==> src/rtl/spin_ctrl.sv <==
// rtl/spin_ctrl.sv - LED ring spinner: random target, constant-speed laps, deceleration, result hold
module spin_ctrl #(
  parameter int BASE_DIV    = 1_000_000,
  parameter int SLOW_INC    = 250_000,
  parameter int SPIN_ROUNDS = 3,
  parameter int SHOW_CYCLES = 50_000_000
) (
  input  logic        clk_i,
  input  logic        rst_i,
  input  logic        start_i,
  input  logic [3:0]  rnd_i,
  output logic        rng_en_o,
  output logic [15:0] led_o,
  output logic        busy_o,
  output logic        done_o,
  output logic [3:0]  result_o
);
  localparam int MAX_PERIOD = BASE_DIV + 31 * SLOW_INC;
  localparam int PW         = $clog2(MAX_PERIOD + 1);
  localparam int SPIN_STEPS = 16 * SPIN_ROUNDS;
  localparam int SW_RAW     = $clog2(SPIN_STEPS + 1);
  localparam int SW         = (SW_RAW > 5) ? SW_RAW : 5;
  localparam int HW         = $clog2(SHOW_CYCLES + 1);

  typedef enum logic [1:0] {S_IDLE, S_SPIN, S_SLOW, S_SHOW} state_t;

  state_t          r_state, w_state_nx;
  logic [3:0]      r_pos, w_pos_nx;
  logic [3:0]      r_target, w_target_nx;
  logic [PW-1:0]   r_period, w_period_nx;
  logic [PW-1:0]   r_cnt, w_cnt_nx;
  logic [SW-1:0]   r_steps, w_steps_nx;
  logic [SW-1:0]   r_slow_steps, w_slow_steps_nx;
  logic [HW-1:0]   r_show_cnt, w_show_cnt_nx;
  logic [3:0]      r_result, w_result_nx;
  logic            w_done_nx;
  logic            r_start_q, r_done, r_busy, r_rng_en;
  logic [15:0]     r_led;

  logic            w_start_edge;
  logic            w_step_end;
  logic [3:0]      w_pos_inc;
  logic [3:0]      w_diff;

  assign w_start_edge = start_i & ~r_start_q;
  assign w_step_end   = (r_cnt == r_period - PW'(1));
  assign w_pos_inc    = r_pos + 4'd1;
  // Distance to target is taken modulo 16 so the slow phase always has 16..31 steps
  assign w_diff       = r_target - w_pos_inc;

  always_comb begin
    w_state_nx      = r_state;
    w_pos_nx        = r_pos;
    w_target_nx     = r_target;
    w_period_nx     = r_period;
    w_cnt_nx        = r_cnt;
    w_steps_nx      = r_steps;
    w_slow_steps_nx = r_slow_steps;
    w_show_cnt_nx   = r_show_cnt;
    w_result_nx     = r_result;
    w_done_nx       = 1'b0;
    case (r_state)
      S_IDLE: begin
        if (w_start_edge) begin
          w_target_nx = rnd_i;
          w_state_nx  = S_SPIN;
          w_period_nx = PW'(BASE_DIV);
          w_cnt_nx    = '0;
          w_steps_nx  = '0;
        end
      end
      S_SPIN, S_SLOW: begin
        if (w_step_end) begin
          w_cnt_nx   = '0;
          w_pos_nx   = w_pos_inc;
          w_steps_nx = r_steps + SW'(1);
          if (r_state == S_SPIN) begin
            if (r_steps + SW'(1) == SW'(SPIN_STEPS)) begin
              w_state_nx      = S_SLOW;
              w_period_nx     = PW'(BASE_DIV + SLOW_INC);
              w_steps_nx      = '0;
              w_slow_steps_nx = SW'(16) + SW'(w_diff);
            end
          end else if (r_steps + SW'(1) == r_slow_steps) begin
            w_state_nx    = S_SHOW;
            w_result_nx   = r_target;
            w_done_nx     = 1'b1;
            w_show_cnt_nx = '0;
          end else begin
            w_period_nx = r_period + PW'(SLOW_INC);
          end
        end else begin
          w_cnt_nx = r_cnt + PW'(1);
        end
      end
      S_SHOW: begin
        if (r_show_cnt == HW'(SHOW_CYCLES - 1)) begin
          w_state_nx = S_IDLE;
        end else begin
          w_show_cnt_nx = r_show_cnt + HW'(1);
        end
      end
      default: w_state_nx = S_IDLE;
    endcase
  end

  always_ff @(posedge clk_i or negedge rst_i) begin
    if (!rst_i) begin
      r_state      <= S_IDLE;
      r_pos        <= 4'd0;
      r_target     <= 4'd0;
      r_period     <= '0;
      r_cnt        <= '0;
      r_steps      <= '0;
      r_slow_steps <= '0;
      r_show_cnt   <= '0;
      r_result     <= 4'd0;
      r_start_q    <= 1'b0;
      r_done       <= 1'b0;
      r_busy       <= 1'b0;
      r_rng_en     <= 1'b1;
      r_led        <= 16'h0001;
    end else begin
      r_state      <= w_state_nx;
      r_pos        <= w_pos_nx;
      r_target     <= w_target_nx;
      r_period     <= w_period_nx;
      r_cnt        <= w_cnt_nx;
      r_steps      <= w_steps_nx;
      r_slow_steps <= w_slow_steps_nx;
      r_show_cnt   <= w_show_cnt_nx;
      r_result     <= w_result_nx;
      r_start_q    <= start_i;
      r_done       <= w_done_nx;
      r_busy       <= (w_state_nx != S_IDLE);
      r_rng_en     <= (w_state_nx == S_IDLE);
      r_led        <= 16'h0001 << w_pos_nx;
    end
  end

  assign rng_en_o = r_rng_en;
  assign led_o    = r_led;
  assign busy_o   = r_busy;
  assign done_o   = r_done;
  assign result_o = r_result;
endmodule

==> config.mk <==
export PLATFORM = sky130hd
export DESIGN_NAME = spin_ctrl
export DESIGN_NICKNAME = d
export VERILOG_FILES = /design/src/rtl/spin_ctrl.sv
export SDC_FILE = /design/constraint.sdc
export NUM_CORES = 1
export LEC_CHECK = 0
export CAP_MARGIN = 25
export CORE_MARGIN = 8
export CORE_UTILIZATION = 35
export DETAILED_ROUTE_END_ITERATION = 10
export GPL_TIMING_DRIVEN = 0
export PLACE_DENSITY_LB_ADDON = 0.25
export SYNTH_ARGS = -nofsm -noshare
export SYNTH_HDL_FRONTEND = slang
export SYNTH_SLANG_ARGS = --single-unit
==> constraint.sdc <==
create_clock -name clk_i -period 10.1 [get_ports clk_i]
set_input_delay 2.525 -clock clk_i [delete_from_list [all_inputs] [get_ports clk_i]]
set_output_delay 2.525 -clock clk_i [all_outputs]
set_load 0.1 [all_outputs]
Word level (Yosys, flattened, before mapping)
Index checks and enable logic that the tools add are counted.
{"block": "totals", "register_bits": 120, "out_inout_bits": 23, "elab_cells": 85}
{"block": "classes", "n_addsub": 8, "n_eq_ne": 14, "shift": 1, "mux": 32, "bitwise_logic": 3, "reduce_logical": 13}
{"cell": "$mux 24", "count": 7}
{"cell": "$mux 26", "count": 4}
{"cell": "$pmux 24 s2", "count": 2}
{"cell": "$pmux 26 s2", "count": 1}
{"cell": "$add 26x1->26 const B", "count": 1}
{"cell": "$eq 26x26->1 const B", "count": 1}
{"cell": "$add 24x1->24 const B", "count": 1}
{"cell": "$add 24x18->24 const B", "count": 1}
{"cell": "$eq 24x24->1", "count": 1}
{"cell": "$mux 6", "count": 4}
{"cell": "$sub 24x1->24 const B", "count": 1}
{"cell": "$shl 1x4->16 const A", "count": 1}
{"cell": "$mux 2", "count": 6}
{"cell": "$pmux 6 s2", "count": 1}
{"cell": "$ne 2x2->1 const B", "count": 5}
{"cell": "$reduce_and 5->1", "count": 2}
{"cell": "$mux 4", "count": 2}
{"cell": "$reduce_and 4->1", "count": 2}
{"cell": "$add 5x4->6 const A", "count": 1}
{"cell": "$add 6x1->6 const B", "count": 1}
{"cell": "$eq 6x6->1", "count": 1}
{"cell": "$eq 6x6->1 const B", "count": 1}
{"cell": "$ne 3x3->1 const B", "count": 2}
{"cell": "$pmux 2 s3", "count": 1}
{"cell": "other kinds (12)", "count": 21}

Depth between registers and ports, before layout
Gate-level depths: netlist of the first run.
{"block": "logic_depth", "ltp_word": 7, "ltp_mapped": 13, "mapped_depth_nobuf": 10}

Least setup slack after synthesis of the first run
No wires, ideal clock.
{"block": "synth_path", "kind": "in2reg", "startpoint": "input start_i", "endpoint": "register r_period[23]", "t_arrival_ps": 4273, "t_required_ps": 9975, "slack_ps": 5702, "stages": 7, "path_buffers": 1, "cell_sequence": "nand2b_1 -> a21oi_1 -> nand2b_1 -> or4_1 -> buf_4 -> a211oi_1 -> mux2_2"}
{"block": "synth_via", "elab_chain_len": 3}
{"element": "from (decl)", "line_no": "10", "rtl": "input logic start_i,"}
{"element": "$and 1x1->1", "line_no": "45", "rtl": "assign w_start_edge = start_i & ~r_start_q;"}
{"element": "$ne 2x2->1 (no line)"}
{"element": "$reduce_and 5->1 (no line)"}
{"element": "to (signal assigned)", "line_no": "127", "rtl": "r_period <= w_period_nx;"}
{"element": "to (decl)", "line_no": "30", "rtl": "logic [PW-1:0] r_period, w_period_nx;"}
No other way between the ends.
A chain may end at the register's enable or synchronous reset.

Worst setup path in the final report of the first run
Ends and elaborated chain as after synthesis.

==> implementation parameters, run 1 <==
Parameter                              Value

CTS
  Sink count of the clock tree ... 115
  H-tree Lvls ... 4
  CTS hold repair buffers ... 0
  Maximum clock path buffer count ... 2
  Number of CTS-inserted buffers ... 17
  Number of setup buffers added after CTS ... 0
  TritonCTS clock tree ... done
  Clock root buffer ... clkbuf_16
  Clock-pin transition on the worst setup and hold timing paths ... 0.06 ns
  Cells resized by post-CTS repair ... 0
  Clock insertion delay at the later pin of the skew report ... 0.43 ns

Finish
  Most frequent cells in the layout ... dfrtp_1 (113), nor2_1 (75), nand2_1 (64)
  Number of nets in the finished design ... between 800 and 900
  Most frequent standard cell in the layout excluding fill and tap cells ... dfrtp_1
  Final core utilization ... 42.04%
  Signed area change from the synthesized netlist to the final layout ... 17.47%
  Number of diodes ... 0
  Design Area, Final ... roughly 8200 µm²
  Share of cells above drive strength 1 ... 10.51%
  Fin cells ... 1093

Yosys
  Count of flip-flops with a built-in enable after synthesis ... 0
  Synthesized cell area ... 7010 µm²
  Distinct cell type count after synthesis ... just under 80
  Synthesized net count ... 787
  Share of the yosys chip area belonging to registers ... about two fifths
  Mean instance size in the synthesized netlist ... 9.152 µm²
  Most used flip-flop cell after synthesis ... dfrtp_1
  Cell count after synthesis ... around 770
  Asr flop ratio synth ... 100.0%
  Count of warnings emitted by yosys ... 0
  Total of flip-flops plus latches after synthesis ... 115

STA
  Final period utilization ... between 50% and 60%
  RSZ-0062 raised after global routing ... false
  Endpoints failing hold ... 0
  Final min period ... 5.059 ns
  Maximum clock skew at final layout ... approximately 0.0088 ns
  Setup Total Neg Slack ... 0 ns
  Worst rel slew slack ... 33.92%
  Final Hold Slack ... 0.4922 ns
  Smallest setup slack after layout ... 5.041 ns
  Final Max Tran Viols ... 0
  Final Setup Violations ... 0
  Worst Max-Slew Pin Slew ... 0.9881 ns
  Achievable frequency ... 0.1977 GHz

Min path
  Hold Path Class ... flop to flop

Global routing
  Most utilized layer in the global route result ... met2
  Number of global-route vias before repair ... 5746
  GRT Util Overall ... 14.90%
  Met3 GRT Util ... 3.016%
  Maximum number of pins on one net before global-route repair ... 70
  Initial antenna violation count ... 0
  Met1 usage in global routing ... between 20% and 30%
  GR Layer Usage met2 ... 23.39%
  Global-route wire length before repair ... 29480 µm
  Aggregate global routing overflow ... 0

Worst setup path
  Data required time of the worst path ... 10.41 ns
  Critical path launch point type ... input pin
  Arrival time worst endpoint ... 5.37 ns
  Classification of the worst setup path ... input pin to flop
  Critical Path Sink Type ... flop
  Highest net fanout along the worst path ... 10

Flow run
  Number of maximum-capacitance constraint violations ... 0

Placed design
  Half-perimeter wire length after detailed placement ... 12190 µm
  Setup slack after placement ... between 4 and 5 ns
  Area of placed instances ... 7661 µm²
  Number of I/O port buffers ... 29
  Post-placement cell count ... roughly 1100
  Placer's final routability congestion estimate ... 0.7901

Floorplanning
  Area inside the core boundary ... slightly below 20000 µm²
  Die area ... 24810 µm²
  I/O pins ... 30
  Floorplan die width ... 157.5 µm
  Starting density of the core ... 35.79%
  Number of standard-cell rows in the floorplan ... 51
  Die H ... ~160 µm

Power and ir drop
  Worst VDD drop ... approximately 0.096 mV
  Tot Pwr ... 1.065 mW
  Static leakage power ... approximately 3.3 nW
  Cell area power density ... around 130 nW/µm²

Drt
  Count of TritonRoute iterations in the first routing pass ... 5
  Via Count ... 5893
  DRT Wirelength ... 17390 µm
  Vias per Instance ... 5.392
  Count of nets left with antenna violations after detail routing ... 0
  WL per Instance ... 15.91 µm
  Number of DRC violations after detailed routing ... 0
  First-iteration detailed-routing DRC count ... 428

Run status
  Status ... finished clean
-- kinds of logic after synthesis --
group / after synthesis / synth area share, %
fa+ha+maj: 14 / 2.606
simple gates: 323 / 25.24
compound gates: 172 / 16.58
buf+inv: 62 / 3.677
mux: 27 / 4.194
xor+xnor: 53 / 6.621
flops: 115 / 41.09
-- worst max-delay path: stages --
cell,delay (ns)
clkdlybuf4s50_1,0.49
nand2b_1,0.14
a21oi_1,0.68
nand2b_1,0.16
or4_1,0.48
buf_4,0.21
a211oi_1,0.30
mux2_2,0.37
-- worst paths after layout --
kind                                  from              end  slack (ns)  cells past startpoint
hold / removal             r_slow_steps[4]  r_slow_steps[4]        0.49                      1
setup reg to reg               r_period[4]         led_o[9]        5.95                     13
hold reg to reg            r_slow_steps[4]  r_slow_steps[4]        0.49                      1
max in group asynchronous            rst_i         rng_en_o        7.34                      2
min in group asynchronous            rst_i   r_show_cnt[12]        2.04                      1
setup / recovery                   start_i     r_period[23]        5.04                      8
-- sequential cells by signal, indices dropped and copies added, names as in the netlist, 5 cells and up --
| name | cells |
|---|---|
| r_slow_steps | 5 |
| led_o | 16 |
| r_show_cnt | 26 |
| r_period | 20 |
| r_steps | 6 |
| r_cnt | 24 |
-- layout make-up --
type                    instances  area, µm²
inverters                      24      90.09
clock inverters                10      100.1
well taps                     265      331.6
flip-flops and latches        115       2880
multi-input cells             589       3872
repair buffers                 30      319.1
clock buffers                  22      474.2
plain buffers                  38      167.7
fillers                      1941      11350
-- Yosys cell counts (8+ instances only) --
| cell | count | share of area (%) |
|---|---|---|
| a211oi_1 | 10 | 1.1 |
| a21oi_1 | 35 | 2.5 |
| a22o_1 | 8 | 1.0 |
| a31oi_1 | 9 | 0.80 |
| and2_1 | 9 | 0.80 |
| and3_1 | 13 | 1.2 |
| buf_2 | 11 | 0.79 |
| clkbuf_1 | 24 | 1.3 |
| dfrtp_1 | 113 | 40 |
| ha_1 | 13 | 2.3 |
| inv_1 | 24 | 1.3 |
| mux2_2 | 16 | 2.6 |
| mux2i_1 | 10 | 1.4 |
| nand2_1 | 64 | 3.4 |
| nand2b_1 | 13 | 1.2 |
| nand3_1 | 36 | 2.6 |
| nand4_1 | 18 | 1.6 |
| nor2_1 | 75 | 4.0 |
| nor2b_1 | 13 | 1.2 |
| nor3_1 | 22 | 1.6 |
| nor4_1 | 10 | 0.89 |
| o21ai_0 | 42 | 3.0 |
| o31ai_1 | 15 | 1.6 |
| or3_1 | 8 | 0.71 |
| or4_1 | 8 | 0.86 |
| xnor2_1 | 31 | 3.9 |
| xor2_1 | 22 | 2.7 |
-- power by group --
part	leakage (nW)	internal, mW	switching [mW]
Sequential	1.50	0.461	0.000101
Combinational	1.52	0.00339	0.00977
Clock	0.269	0.359	0.232
Total	3.29	0.824	0.241
-- routing by layer --
metal  wire length, µm  vias up
li1                  -     2888
met1              8329     2851
met2              7922      136
met3               870       18
met4               262        0
met5                 0        -
No activity file was read; power rests on OpenSTA's default activity.
==> run 2, diff against run 1 <==
clock period = 4.8 ns   (was 10.1 ns; I/O delays follow)
==> results of run 2 <==
The final DEF is identical to that of run 1. Status: finished clean.
Main changes from that run: setup slack after placement 4.628 ns -> 0.6530 ns; setup slack after layout 5.041 ns -> 0.6507 ns; start point of the critical path start_i -> r_period[4]; end point of the critical path r_period[23] -> led_o[9]; register-to-register setup slack 5.95 ns -> 0.65 ns; total power 1.065 mW -> 2.241 mW; worst IR drop on VDD 0.09581 mV -> 0.2016 mV
==> variant: new RTL, flow settings as in run 2 <==
Add an input register stage for `start_i` and `rnd_i`, without a reset; this delays them by one clock.
--- a/src/rtl/spin_ctrl.sv
+++ b/src/rtl/spin_ctrl.sv
@@ -25,4 +25,12 @@
   typedef enum logic [1:0] {S_IDLE, S_SPIN, S_SLOW, S_SHOW} state_t;
 
+  logic start_q;
+  logic [3:0] rnd_q;
+
+  always_ff @(posedge clk_i) begin
+    start_q <= start_i;
+    rnd_q   <= rnd_i;
+  end
+
   state_t          r_state, w_state_nx;
   logic [3:0]      r_pos, w_pos_nx;
@@ -43,5 +51,5 @@
   logic [3:0]      w_diff;
 
-  assign w_start_edge = start_i & ~r_start_q;
+  assign w_start_edge = start_q & ~r_start_q;
   assign w_step_end   = (r_cnt == r_period - PW'(1));
   assign w_pos_inc    = r_pos + 4'd1;
@@ -63,5 +71,5 @@
       S_IDLE: begin
         if (w_start_edge) begin
-          w_target_nx = rnd_i;
+          w_target_nx = rnd_q;
           w_state_nx  = S_SPIN;
           w_period_nx = PW'(BASE_DIV);
@@ -131,5 +139,5 @@
       r_show_cnt   <= w_show_cnt_nx;
       r_result     <= w_result_nx;
-      r_start_q    <= start_i;
+      r_start_q    <= start_q;
       r_done       <= w_done_nx;
       r_busy       <= (w_state_nx != S_IDLE);
Behaviour: not the same (Yosys sat finds a counterexample within 4 cycles, from zero or initial values and one cycle with rst_i low).
==> variant against run 2 <==
Setup slack got worse by 0.22 ns; final area rose by 1.8%; routed wire length rose by 2.2%; critical endpoint is now led_o[2]; sequential share of layout area is 0.56 points higher; global-route usage down 0.65 points; synthesized area up 2.0%; sequential cell count up 5; critical path depth down 1; via count is 1.7% higher; worst hold slack worse by 0.15 ns.
Power is not compared: it rests on default switching activity, and its combinational part moved more than twofold at a synthesized area within 25%.
==> variant: results (changes against run 2) <==
Route
  – Initial drt markers: 420 (-1.9%)
  – Via count: 5995 (+1.7%)
  – Number of detailed-route iterations in the first pass: 4 (-1)
  – Post-Route WL: 17.8 mm (+2.2%)
  – DR vias/cell: 5.29 (-1.9%)

Place
  – HPWL Detailed: 12.5 mm (+2.4%)
  – Post-Place Cell Area: 0.00780 sq mm (+1.9%)
  – GPL Wtd Cong: 0.802 (+1.5%)
  – Port Buf Inserts: 29 (unchanged)
  – Placed cells: 1102 (+3.9%)

Logic synthesis
  – Yosys cell types: 72 (-7.7%)
  – Dominant synthesized flop cell: dfrtp_1
  – Syn avg cell area: 8.91 sq um (-2.6%)
  – Area share of fa/ha/maj cells after synthesis: 2.56% (-0.050 points)
  – Compound-gate portion of the synthesized area: 16.8% (+0.26 points)
  – Net Count, Synth: 823 (+4.6%)
  – XOR/XNOR Fraction of Synth Area: 6.74% (+0.12 points)
  – Post-synthesis mux area share: 2.63% (-1.6 points)
  – Register area share after synthesis: 41.7% (+0.61 points)
  – Synth async-reset ratio: 95.8% (-4.2 points)
  – Synth top cells by count: dfrtp_1, nor2_1, nand2_1, o21ai_0, nand3_1
  – Top cells by area, synth: dfrtp_1, nor2_1, xnor2_1, nand2_1, o21ai_0

Hold path
  – Hold crit path type: register to register

Global route
  – Global Route Usage Sum: 14.2% (-0.65 points)
  – Initial antenna violation count: 0 (unchanged)
  – Pin count of the biggest net entering global routing: 95 (+36%)
  – First-pass GRT wire length: 29.9 mm (+1.6%)
  – Vias in the first global route: 5714 (-0.56%)

Clock tree
  – Max H-tree Level: 4 (unchanged)
  – CTS Buf Count: 17 (unchanged)
  – Clock latency at the later pin of the worst-skew pair: between 0.4 and 0.5 ns
  – Max Root-Sink Buffers: 2 (unchanged)
  – Post_cts resized: 0 (unchanged)
  – Post-CTS Setup Inserts: 0 (unchanged)
  – Root Driver: clkbuf_16

Status
  – Status: finished clean

STA
  – Slew HR: 34.1% (+0.20 points)
  – Clock skew: 0.0121 ns (+0.00339 ns)

Worst setup path
  – Worst path arrival time: 4.67 ns (+0.24 ns)
  – Worst path top cell family by delay: simple AND/OR/NAND/NOR gates
  – CP max FO: 10 (unchanged)
  – Slowest CP cell: nor4_1
  – Slowest cell delay on critical path: 0.82 ns (+0.33 ns)

Layout
  – Fillers: 2060 (+6.1%)
  – Nets@finish: 872 (+4.3%)
  – Ant. Diodes: 0 (unchanged)
  – Layout cells sized above 1: 9.72% (-0.79 points)

Power and ir drop
  – VDD IR-drop max: around 370 uV
  – Comb pwr share: around a fifth
  – LEAKAGE: roughly 3.3 nW
## variant: cell count changes after synthesis, moves of 6 or more
cell	delta
mux2i_1	-7
clkbuf_1	+8
nor2_1	+16
or3_1	+10
a21oi_1	-6
o21a_1	+6
a211oi_1	-7
nor2b_1	-7
or4_1	+11
## variant: cells by family (layout without fill, tap and decap cells)
family          count (synthesis)  count (layout)
xor+xnor                       55              55
buf+inv                        73             135
fa+ha+maj                      14              14
mux                            17              17
compound gates                178             178
flops                         120             120
simple gates                  345             345
## variant: final timing paths
kind                             start  slack [ns]  cells past startpoint         to
max                        r_period[7]        0.43                     12   led_o[2]
min                            start_q        0.35                      0  r_start_q
max reg2reg                r_period[7]        0.43                     12   led_o[2]
min reg2reg                    start_q        0.35                      0  r_start_q
max in group asynchronous        rst_i        3.40                      2   rng_en_o
min in group asynchronous        rst_i        0.63                      1  r_cnt[20]
## variant: per-stage QoR
step,utilization (%),power (mW),setup WS (ns),hold WS (ns)
2_1_floorplan,-,1.55,1.42,0.332
3_3_place_gp,38.6,1.75,-2.22,0.336
3_5_place_dp,38.7,1.75,0.406,0.340
4_1_cts,41.6,3.04,0.395,0.348
5_1_grt,41.6,3.17,0.0422,0.357
6_report,41.6,3.01,0.435,0.347
## variant: layer usage
| layer | wire, um | track usage, % | vias to the layer above |
|---|---|---|---|
| li1 | - | - | 2999 |
| met1 | 8750 | 19.9 | 2855 |
| met2 | 7950 | 21.2 | 116 |
| met3 | 744 | 2.97 | 25 |
| met4 | 312 | 5.40 | 0 |
| met5 | 0 | 0 | - |
## variant: area by class of cell
class,count,area share [%]
timing repair buffer,30,3.80
clock buffer,19,5.16
sequential,120,35.5
tap,270,4.03
buffer,47,2.49
clock inverter,13,1.78
multi-input combinational,609,46.0
inverter,26,1.16
